**src/rtl/cv32e40p_shadow_mem_arbiter.sv**
```systemverilog
// Arbiter that merges the LSU and the shadow-register save port onto one OBI data port.
// Define CV32E40P_SHADOW_ARB_PERF_EN to build the LSU contention counter.
module cv32e40p_shadow_mem_arbiter #(
  parameter int unsigned MAX_OUTSTANDING = 2,
  parameter int unsigned CNT_WIDTH       = 16
) (
  input  logic                 clk_i,
  input  logic                 rst_ni,
  input  logic                 lsu_req_i,
  output logic                 lsu_gnt_o,
  output logic                 lsu_rvalid_o,
  input  logic                 lsu_we_i,
  input  logic [3:0]           lsu_be_i,
  input  logic [31:0]          lsu_addr_i,
  input  logic [31:0]          lsu_wdata_i,
  output logic [31:0]          lsu_rdata_o,
  input  logic                 shd_req_i,
  output logic                 shd_gnt_o,
  output logic                 shd_rvalid_o,
  input  logic [31:0]          shd_addr_i,
  input  logic [31:0]          shd_wdata_i,
  output logic                 data_req_o,
  input  logic                 data_gnt_i,
  input  logic                 data_rvalid_i,
  input  logic [31:0]          data_rdata_i,
  output logic                 data_we_o,
  output logic [3:0]           data_be_o,
  output logic [31:0]          data_addr_o,
  output logic [31:0]          data_wdata_o,
  output logic [CNT_WIDTH-1:0] contention_cnt_o
);

  localparam int unsigned PTR_W  = (MAX_OUTSTANDING > 1) ? $clog2(MAX_OUTSTANDING) : 1;
  localparam int unsigned OCNT_W = $clog2(MAX_OUTSTANDING + 1);

  localparam logic [1:0] IDLE     = 2'd0;
  localparam logic [1:0] LOCK_LSU = 2'd1;
  localparam logic [1:0] LOCK_SHD = 2'd2;

  logic [1:0]                 state_q, state_d;
  logic [MAX_OUTSTANDING-1:0] owner_q;
  logic [PTR_W-1:0]           wr_ptr_q, rd_ptr_q;
  logic [OCNT_W-1:0]          ocnt_q;
  logic                       rdy_q;
  logic                       full, empty, sel_lsu, sel_shd, push, pop;

  assign full  = (ocnt_q == OCNT_W'(MAX_OUTSTANDING));
  assign empty = (ocnt_q == '0);
  assign push  = data_req_o & data_gnt_i;
  assign pop   = data_rvalid_i & ~empty;

  assign lsu_rdata_o  = data_rdata_i;
  assign lsu_rvalid_o = pop & ~owner_q[rd_ptr_q];
  assign shd_rvalid_o = pop & owner_q[rd_ptr_q];

  function automatic logic [PTR_W-1:0] ptr_inc(input logic [PTR_W-1:0] p);
    return (p == PTR_W'(MAX_OUTSTANDING - 1)) ? '0 : p + PTR_W'(1);
  endfunction

  // Selection, next state and the OBI request mux; a locked requester holds the mux until granted.
  always_comb begin
    state_d      = state_q;
    sel_lsu      = 1'b0;
    sel_shd      = 1'b0;
    case (state_q)
      IDLE: begin
        if (rdy_q && !full) begin
          if (shd_req_i) begin
            sel_shd = 1'b1;
            if (!data_gnt_i) state_d = LOCK_SHD;
          end else if (lsu_req_i) begin
            sel_lsu = 1'b1;
            if (!data_gnt_i) state_d = LOCK_LSU;
          end
        end
      end
      LOCK_LSU: begin
        sel_lsu = lsu_req_i;
        if (data_gnt_i || !lsu_req_i) state_d = IDLE;
      end
      LOCK_SHD: begin
        sel_shd = shd_req_i;
        if (data_gnt_i || !shd_req_i) state_d = IDLE;
      end
      default: state_d = IDLE;
    endcase

    data_req_o   = sel_lsu | sel_shd;
    lsu_gnt_o    = sel_lsu & data_gnt_i;
    shd_gnt_o    = sel_shd & data_gnt_i;
    data_we_o    = 1'b0;
    data_be_o    = 4'b0000;
    data_addr_o  = '0;
    data_wdata_o = '0;
    if (sel_shd) begin
      data_we_o    = 1'b1;
      data_be_o    = 4'b1111;
      data_addr_o  = shd_addr_i;
      data_wdata_o = shd_wdata_i;
    end else if (sel_lsu) begin
      data_we_o    = lsu_we_i;
      data_be_o    = lsu_be_i;
      data_addr_o  = lsu_addr_i;
      data_wdata_o = lsu_wdata_i;
    end
  end

  always_ff @(posedge clk_i or negedge rst_ni) begin
    if (!rst_ni) begin
      state_q <= IDLE;
      rdy_q   <= 1'b0;
    end else begin
      state_q <= state_d;
      rdy_q   <= 1'b1;
    end
  end

  // Owner FIFO: records who issued each granted request so responses are routed in order.
  always_ff @(posedge clk_i or negedge rst_ni) begin
    if (!rst_ni) begin
      owner_q  <= '0;
      wr_ptr_q <= '0;
      rd_ptr_q <= '0;
      ocnt_q   <= '0;
    end else begin
      if (push) begin
        owner_q[wr_ptr_q] <= sel_shd;
        wr_ptr_q          <= ptr_inc(wr_ptr_q);
      end
      if (pop) rd_ptr_q <= ptr_inc(rd_ptr_q);
      case ({push, pop})
        2'b10:   ocnt_q <= ocnt_q + OCNT_W'(1);
        2'b01:   ocnt_q <= ocnt_q - OCNT_W'(1);
        default: ocnt_q <= ocnt_q;
      endcase
    end
  end

`ifdef CV32E40P_SHADOW_ARB_PERF_EN
  logic [CNT_WIDTH-1:0] cnt_q;

  // Saturating count of cycles where the LSU waits behind the shadow port.
  always_ff @(posedge clk_i or negedge rst_ni) begin
    if (!rst_ni) begin
      cnt_q <= '0;
    end else if (lsu_req_i && shd_req_i && sel_shd && (cnt_q != '1)) begin
      cnt_q <= cnt_q + CNT_WIDTH'(1);
    end
  end

  assign contention_cnt_o = cnt_q;
`else
  assign contention_cnt_o = '0;
`endif

endmodule

```
**config.mk**
```make
export PLATFORM = sky130hd
export DESIGN_NAME = cv32e40p_shadow_mem_arbiter
export DESIGN_NICKNAME = d
export VERILOG_FILES = /design/src/rtl/cv32e40p_shadow_mem_arbiter.sv
export SDC_FILE = /design/constraint.sdc
export NUM_CORES = 1
export LEC_CHECK = 0
export ABC_AREA = 1
export BUFFER_PORTS_ARGS = -buffer_cell sky130_fd_sc_hd__clkbuf_2
export CAP_MARGIN = 20
export CORE_AREA = 4 4 112 114
export CTS_BUF_LIST = sky130_fd_sc_hd__clkbuf_8
export DETAILED_ROUTE_END_ITERATION = 8
export DIE_AREA = 0 0 116 118
export PLACE_DENSITY = 0.45
export SLEW_MARGIN = 20
export SYNTH_ARGS = -nofsm -noshare
export SYNTH_HDL_FRONTEND = slang
export SYNTH_SLANG_ARGS = --single-unit
```
**constraint.sdc**
```tcl
create_clock -name clk_i -period 1.8 [get_ports clk_i]
set_input_delay 0.54 -clock clk_i [delete_from_list [all_inputs] [get_ports clk_i]]
set_output_delay 0.54 -clock clk_i [all_outputs]
set_load 0.02 [all_outputs]
```
==> reports/metrics.yaml, run 1 <==
finalPower_w: 0.00510
grt_overflow_total: 0
start_util_pct: 15.1
htreeDepth: 1
wire_per_inst_um: 15.7
endpoint_kind: "primary output"
crit_chain: "nor2_4 -> nand4_4 -> nand2_8 -> buf_12 -> buf_16 -> a22o_1 -> clkbuf_8"
die_y_um: 118
crit_family: "flip-flops"
setup_ws_ps: -374
vias: 2212
slew_violations: 0
crit_path_top_delay_cell: "dfrtp_2"
dp.final_hpwl_um: 6790
crit_path_start_kind: "flop"
area_growth_pct: 113
failed_checks: "setup timing"
path_clk_slew_ps: 50
routed-wl-met3_um: 1010
fin_area_um2: 3670
place_congestion: 0.826
io_buffers: 212
final_common_cell: "clkbuf_2"
dpl_cell_area_um2: 2680
avgSynthCellArea_um2: 8.42
synth_warnings: 0
drive_gt1_share_pct: 70.0
drc_errors: 0
syn_inst: 205
synth-seq-area-share_pct: 13.0
arrival_ps: 1630
synth.distinct_cells: 27
p_per_area_nw_per_um2: 1390
rsz0062_at_grt: "yes"
cap_violations: 0
critical_path.max_stage_delay_ps: 440
wl_met1_um: 3010
path_buf_inv: 3
finalSetupViolations: 73
outcome: "finished with violations"
hold_class: "in -> async"
drt_wl_total_um: 8670
via_per_inst: 4.00
met2_length_um: 4520
finalNonFillerCells: 553
min_period_over_period_pct: 121
cts_tree: "built"
fmax_ghz: 0.460
grt_pass1_vias: 2301
cts_buffer_depth: 2
most-common-layout-cells: "139 x clkbuf_2, 64 x a22o_1, 63 x clkbuf_8, 27 x buf_4, 17 x conb_1"
syn_area_um2: 1730
fin_skew_ps: 3.36
n_fill_cell: 1183
min_period_ps: 2170
critical_path_class: "reg -> out"
utilization_pct: 32.1
num_rows: 39
antenna_found_initial: 3
routed.top_layer: "met5"
ys_ff_latch: 9
placed_cells: 533
p_leak_nw: 1.96
grt_max_degree: 65
die_w_um: 116
root_buffer: "clkbuf_8"
firstDrtPassIters: 4
ant_nets: 0
grt_usage_pct: 11.3
cp_data_required_time_ps: 1260
coreArea_um2: 11400
worstPathMaxFanout: 8
layout.nets: 583
clk_latency_ps: 230
drtIter0Drc: 78
clock_sinks: 9
cts_made_buffers: 3
ir_drop_uv: 785
grt_pass1_wl_um: 12300
dieArea_um2: 13700
n_antenna_cell: 0
hold_viol: 0
ios: 293
==> path summary, 6_finish.rpt <==
kind / cells past startpoint / to / slack [ps] / from
hold / removal: 1 / wr_ptr_q$_DFFE_PN0P_ / 170 / rst_ni
setup / recovery: 7 / data_wdata_o[8] / -370 / state_q[0]$_DFFE_PN0P_
max in group asynchronous: 1 / state_q[0]$_DFFE_PN0P_ / 1410 / rst_ni
hold reg to reg: 2 / owner_q[0]$_DFFE_PN0P_ / 490 / owner_q[0]$_DFFE_PN0P_
min in group clk_i: 2 / owner_q[0]$_DFFE_PN0P_ / 490 / owner_q[0]$_DFFE_PN0P_
setup reg to reg: 11 / ocnt_q[1]$_DFFE_PN0P_ / -50 / state_q[1]$_DFFE_PN0P_
==> report_power, final <==
group	internal [W]	switching (W)
registers	0.000298	0.0000883
logic	0.00238	0.00211
clock network	0.000148	0.0000778
total	0.00282	0.00228
==> stage by stage <==
stage | setup slack [ps] | hold slack, ps | TNS, ps
2_1_floorplan | -51.5 | 244 | -2830
3_3_place_gp | -336 | 416 | -19580
3_5_place_dp | -346 | 421 | -20200
4_1_cts | -361 | 175 | -22390
5_1_grt | -450 | 177 | -28170
6_report | -374 | 168 | -22350
==> synth_stat cells <==
cell | n | area [µm²]
a21oi_1 | 1 | 5.00
a22o_1 | 64 | 561
buf_12 | 6 | 120
buf_2 | 6 | 30.0
buf_4 | 48 | 360
buf_6 | 1 | 11.3
conb_1 | 2 | 7.51
dfrtp_1 | 9 | 225
ha_1 | 1 | 12.5
inv_1 | 10 | 37.5
inv_12 | 1 | 16.3
inv_2 | 3 | 11.3
nand2_1 | 20 | 75.1
nand2_2 | 2 | 12.5
nand2_4 | 4 | 45.0
nand2_8 | 1 | 20.0
nand3_1 | 4 | 20.0
nand3_2 | 2 | 20.0
nand4_4 | 1 | 21.3
nor2_1 | 4 | 15.0
nor2_2 | 2 | 12.5
nor2_4 | 1 | 11.3
o21ai_0 | 7 | 35.0
o21ai_2 | 1 | 8.76
or2_2 | 1 | 6.26
xnor2_1 | 2 | 17.5
xor2_1 | 1 | 8.76
==> layout make-up <==
| type | count | area [µm²] | share of cell area [%] |
|---|---|---|---|
| clock buffers | 3 | 41.3 | 1.12 |
| repair buffers | 247 | 2070 | 56.3 |
| well taps | 143 | 179 | 4.87 |
| flip-flops and latches | 9 | 226 | 6.17 |
| multi-input cells | 136 | 1080 | 29.5 |
| clock inverters | 1 | 3.75 | 0.102 |
| inverters | 14 | 71.3 | 1.94 |
==> sequential cells by signal, indices dropped and copies added (netlist names) <==
| name | flops |
|---|---|
| ocnt_q | 2 |
| owner_q | 2 |
| rd_ptr_q | 1 |
| rdy_q | 1 |
| state_q | 2 |
| wr_ptr_q | 1 |
==> cell families (layout without fill, tap and decap cells) <==
logic type	Yosys count	in the layout	share of synthesized area, %
fa+ha+maj	1	1	0.725
flops	9	9	13.0
xor+xnor	3	3	1.52
other cells	2	17	0.435
simple gates	42	42	15.0
compound gates	73	73	35.3
buf+inv	75	265	34.0
==> layer usage <==
metal | GRT usage, % | vias up
met4 | 1.81 | 6
met5 | 0 | -
met3 | 3.96 | 16
met2 | 20.7 | 120
met1 | 12.5 | 985
li1 | - | 1085
==> repair_timing <==
item | in CTS | in global routing
setup buffers | 6 | 9
pin swaps | 5 | 6
resized for setup | 157 | 37
hold buffers | 0 | 0
gates cloned | 3 | 0
setup endpoints to repair | 75 | 75
endpoints found under the hold margin | 0 | 0
No activity file was read; power rests on OpenSTA's default activity.
==> run 2, diff against run 1 <==
Clock period 1.8 ns to 2.5 ns, I/O delays scaled along.
==> reports/metrics.yaml, run 2 (synthesis results as in run 1) <==
grt_util_met1_pct: 10.8  # -1.7 points
r2r_slack_ps: 540  # +590 ps
r2r_cells: 9  # -2
coreArea_um2: 11400  # unchanged
crit_path_start_kind: "input pin"
ir_drop_uv: 514  # -35%
rsz0062_at_grt: "yes"
hold_viol: 0  # unchanged
ios: 293  # unchanged
crit_chain: "buf_8 -> nor2_4 -> nand4_4 -> nand2_8 -> buf_12 -> a22o_1 -> buf_4"
fmax_ghz: 0.405
worstPathMaxFanout: 15  # +7
layout.nets: 560  # -3.9%
grt_most_used_layer: "met2"
drtIter0Drc: 69  # -12%
placed_cells: 522  # -2.1%
via_per_inst: 4.02  # +0.61%
die_w_um: 116  # unchanged
p_per_area_nw_per_um2: 974  # -30%
most-common-layout-cells: "142 x clkbuf_2, 64 x a22o_1, 38 x buf_6, 34 x buf_4, 20 x nand2_1"
finalNonFillerCells: 530  # -4.2%
fin_skew_ps: 0.145  # -3.22 ps
cap_violations: 0  # unchanged
root_buffer: "clkbuf_8"
start_util_pct: 15.1  # unchanged
dp.final_hpwl_um: 6820  # +0.36%
io_buffers: 212  # unchanged
met2_usage_pct: 19.5  # -1.2 points
vias: 2133  # -3.6%
n_antenna_cell: 0  # unchanged
num_rows: 39  # unchanged
cp_data_required_time_ps: 1750  # +490 ps
grt_overflow_total: 0  # unchanged
finalSetupViolations: 0  # -100%
htreeDepth: 1  # unchanged
use_met3_pct: 1.85  # -2.1 points
n_fill_cell: 1276  # +7.9%
grt_max_degree: 65  # unchanged
critical_path.max_stage_delay_ps: 160  # -280 ps
slew_headroom_pct: 65.7
cts_buffer_depth: 2  # unchanged
wire_per_inst_um: 15.7  # +0.18%
postCtsHoldBufs: 0  # unchanged
seqCellArea_um2: 225  # -0.55%
min_period_ps: 2470
cts_tree: "built"
antenna_found_initial: 0  # -3
clock_sinks: 9  # unchanged
grt_usage_pct: 9.88  # -1.4 points
firstDrtPassIters: 4  # unchanged
min_period_over_period_pct: 98.8
arrival_ps: 1720  # +90 ps
final_common_cell: "clkbuf_2"
multiInputGateArea_um2: 992  # -8.4%
worstMarginPinSlew_ps: 509
slew_violations: 0  # unchanged
dieArea_um2: 13700  # unchanged
grt_pass1_vias: 2049  # -11%
place_congestion: 0.842  # +1.9%
crit_path_top_delay_cell: "buf_12"
die_y_um: 118  # unchanged
clk_latency_ps: 230  # about the same
p_leak_nw: 1.74  # -11%
drive_gt1_share_pct: 63.8  # -6.2 points
path_clk_slew_ps: 40  # about the same
cts_made_buffers: 3  # unchanged
drc_errors: 0  # unchanged
ant_nets: 0  # unchanged
utilization_pct: 27.0  # -5.1 points
critical_path_class: "in -> out"
largestRegisters: "ocnt_q: 2 flops, owner_q: 2 flops, state_q: 2 flops"
drt_wl_total_um: 8330  # -4.0%
area_growth_pct: 78.8
hold_class: "in -> async"
endpoint_kind: "primary output"
finalPower_w: 0.00301  # -41%
outcome: "completed"
grt_pass1_wl_um: 11000  # -11%
==> run 2: changes by cell type in the layout (fill, tap and decap cells not counted), moves of 4 or more <==
cell,delta
buf_8,-5
nand2_4,-5
clkbuf_16,+4
clkbuf_8,-58
buf_6,+29
nand2_2,-5
buf_16,-4
nand2_1,+10
buf_4,+7
==> run 2: layer usage <==
metal,wire (µm),up-vias
li1,-,1036
met1,2910,978
met2,4660,107
met3,679,12
met4,72,0
met5,0,-
==> run 2: final cells by class <==
| cell class | count | area share [%] |
|---|---|---|
| tap | 143 | 5.79 |
| multi-input combinational | 136 | 32.1 |
| timing repair buffer | 224 | 51.2 |
| clock inverter | 1 | 0.122 |
| inverter | 14 | 2.11 |
| clock buffer | 3 | 1.34 |
| sequential | 9 | 7.29 |
==> run 2: worst paths after layout <==
check	start	endpoint
worst max-delay path	shd_req_i	data_addr_o[17]
max in group asynchronous	rst_ni	owner_q[0]$_DFFE_PN0P_
worst min register to register	owner_q[0]$_DFFE_PN0P_	owner_q[0]$_DFFE_PN0P_
min in group clk_i	owner_q[0]$_DFFE_PN0P_	owner_q[0]$_DFFE_PN0P_
worst min-delay path	rst_ni	ocnt_q[1]$_DFFE_PN0P_
worst max register to register	state_q[0]$_DFFE_PN0P_	ocnt_q[1]$_DFFE_PN0P_
==> run 2: stage by stage <==
step                      hold WS, ps  instance area [µm²]  TNS [ps]  setup WS, ps
after floorplan                   437                 1780         0           228
after global placement            461                 2590      -248         -50.9
after detailed placement          458                 2590      -371         -54.7
after CTS                         382                 2680     -43.1         -21.5
after global routing              390                 3090      -645         -50.0
final                             375                 3090         0          29.3
==> run 2: what timing repair did <==
| item | 4_1_cts | 5_1_grt |
|---|---|---|
| gates cloned | 0 | 4 |
| pin swaps | 2 | 17 |
| setup buffers | 0 | 0 |
| endpoints found under the setup margin | 39 | 68 |
| endpoints found under the hold margin | 0 | 0 |
| resized for setup | 12 | 168 |
==> run 2: worst max-delay path, delay by kind of cell <==
kind                   cells  cell delay [ps]
AOI/OAI and AO/OA          1              160
and+or+nand+nor            3              380
buffers and inverters      3              410
==> run 2: power by group <==
group          internal [W]  total [W]  switching (W)
Combinational       0.00120    0.00257        0.00137
Clock              0.000107   0.000160      0.0000532
Sequential         0.000213   0.000278      0.0000647
Total               0.00152    0.00301        0.00149
==> run 3, diff against run 2 <==
Clock period 2.5 ns to 2.8 ns, I/O delays scaled along.
==> reports/metrics.yaml, run 3 (synthesis results as in run 1) <==
outcome: "completed"
r2r-start: "state_q[0]$_DFFE_PN0P_"
layout.nets: 560  # unchanged
ir_drop_uv: 437  # -15%
die_w_um: 116  # unchanged
critical_path.max_stage_delay_ps: 190  # +30 ps
grt_pass1_wl_um: 10900  # -0.69%
io_buffers: 212  # unchanged
hold_viol: 0  # unchanged
antenna_found_initial: 0  # unchanged
vias: 2157  # +1.1%
slew_violations: 0  # unchanged
drt_wl_total_um: 8910  # +7.0%
utilization_pct: 24.7  # -2.3 points
fin_skew_ps: 4.89  # +4.75 ps
use_met3_pct: 2.47  # +0.62 points
coreArea_um2: 11400  # unchanged
met2_usage_pct: 19.3  # -0.18 points
drtIter0Drc: 102  # +48%
cts_buffer_depth: 2  # unchanged
p_per_area_nw_per_um2: 868  # -11%
root_buffer: "clkbuf_8"
drc_errors: 0  # unchanged
endpoint_kind: "primary output"
r2r_slack_ps: 750  # +210 ps
firstDrtPassIters: 4  # unchanged
ios: 293  # unchanged
path_clk_slew_ps: 50  # about the same
cp_data_required_time_ps: 1960  # +210 ps
r2r-end: "ocnt_q[1]$_DFFE_PN0P_"
hold_class: "in -> async"
htreeDepth: 1  # unchanged
critical_path_class: "in -> out"
n_antenna_cell: 0  # unchanged
clkPwrFrac_pct: 6.0  # +0.7 points
p_int_w: 0.00112  # -27%
final_common_cell: "clkbuf_2"
worstPathMaxFanout: 7  # -8
min_period_over_period_pct: 98.5
grt_overflow_total: 0  # unchanged
grt_util_met1_pct: 10.1  # -0.71 points
area_growth_pct: 63.3
fin_area_um2: 2820  # -8.7%
p_sw_w: 0.00133  # -10%
setup_ws_ps: 41.4  # +12.1 ps
drive_gt1_share_pct: 63.8  # unchanged
crit_path_top_delay_cell: "nand2_8"
die_y_um: 118  # unchanged
min_period_ps: 2760
pwr-share-comb_pct: 83.9  # -1.6 points
cap_violations: 0  # unchanged
cts_made_buffers: 3  # unchanged
crit_chain: "buf_8 -> inv_4 -> nor2_4 -> nand4_4 -> nand2_8 -> clkbuf_16 -> a22o_1 -> buf_6"
post-place-ws_ps: 30.8  # +85.5 ps
dp.final_hpwl_um: 6770  # -0.69%
most-common-layout-cells: "188 x clkbuf_2, 64 x a22o_1, 20 x nand2_1, 17 x conb_1, 12 x buf_2"
fmax_ghz: 0.363
ant_nets: 0  # unchanged
dieArea_um2: 13700  # unchanged
cts_tree: "built"
grt_pass1_vias: 2123  # +3.6%
p_leak_nw: 1.67  # -3.6%
place_congestion: 0.844  # +0.27%
clock_sinks: 9  # unchanged
worstMarginPinSlew_ps: 501  # -7.73 ps
arrival_ps: 1920  # +200 ps
via_per_inst: 4.07  # +1.1%
totalNegativeSetupSlack_ps: 0  # unchanged
clk_latency_ps: 230  # about the same
num_rows: 39  # unchanged
r2r_cells: 9  # unchanged
dpl_cell_area_um2: 2550  # -1.5%
crit_family: "simple AND/OR/NAND/NOR gates"
power_frac_seq_pct: 10.1  # +0.9 points
power.share.switching_pct: 54.4  # +5.0 points
start_util_pct: 15.1  # unchanged
largestRegisters: "ocnt_q: 2 flops, owner_q: 2 flops, state_q: 2 flops"
slew_headroom_pct: 66.2  # +0.52 points
crit_path_start_kind: "input pin"
grt_most_used_layer: "met2"
wire_per_inst_um: 16.8  # +7.0%
finalSetupViolations: 0  # unchanged
grt_usage_pct: 9.91  # +0.022 points
grt_max_degree: 65  # unchanged
path_buf_inv: 4  # +1
postCtsHoldBufs: 0  # unchanged
run 3: cell types whose count changed in the layout (fill, tap and decap cells not counted), moves of 2 or more:
| cell | delta |
|---|---|
| buf_2 | +11 |
| buf_4 | -23 |
| clkbuf_2 | +46 |
| buf_6 | -34 |
| clkbuf_8 | -2 |
run 3: repair_timing:
item | in CTS | in global routing
buffers inserted | 0 | 1
resized for setup | 0 | 47
setup endpoints to repair | 0 | 35
run 3: worst max-delay path by stage:
| stage | from | endpoint | slack, ps | cells past startpoint |
|---|---|---|---|---|
| final | lsu_req_i | data_addr_o[19] | 40 | 8 |
| after global routing | lsu_req_i | data_addr_o[19] | -8 | 8 |
| after CTS | lsu_req_i | data_wdata_o[12] | 30 | 8 |
| after detailed placement | lsu_req_i | data_wdata_o[12] | 30 | 8 |
| after global placement | lsu_req_i | data_wdata_o[12] | 20 | 8 |
| after floorplan | lsu_req_i | data_addr_o[0] | 350 | 6 |
run 3: power by group through the flow:
stage                     clock network [W]  registers (W)  logic, W
after global routing               0.000158       0.000257   0.00221
after CTS                          0.000152       0.000246   0.00184
after global placement                    0       0.000249   0.00182
after floorplan                           0       0.000238   0.00144
after detailed placement                  0       0.000248   0.00183
final                              0.000147       0.000247   0.00205
run 3: metrics by stage:
stage | std cells | power [W] | hold WS (ps)
after CTS | 521 | 0.00223 | 467
after detailed placement | 517 | 0.00208 | 460
after global placement | 517 | 0.00207 | 462
after global routing | 530 | 0.00263 | 479
after floorplan | 220 | 0.00168 | 437
final | 530 | 0.00245 | 456
run 3: area by class of cell:
cell class	count	area, µm²
clock buffer	3	41.3
clock inverter	1	3.75
fill	1280	8600
inverter	14	67.6
multi-input combinational	137	1000
sequential	9	225
tap	143	179
timing repair buffer	223	1300
run 3: metal layers:
metal,wire length (µm),part of all wire (%)
met4,163,1.8
met2,4660,52
met5,0,0
met3,848,9.5
met1,3230,36
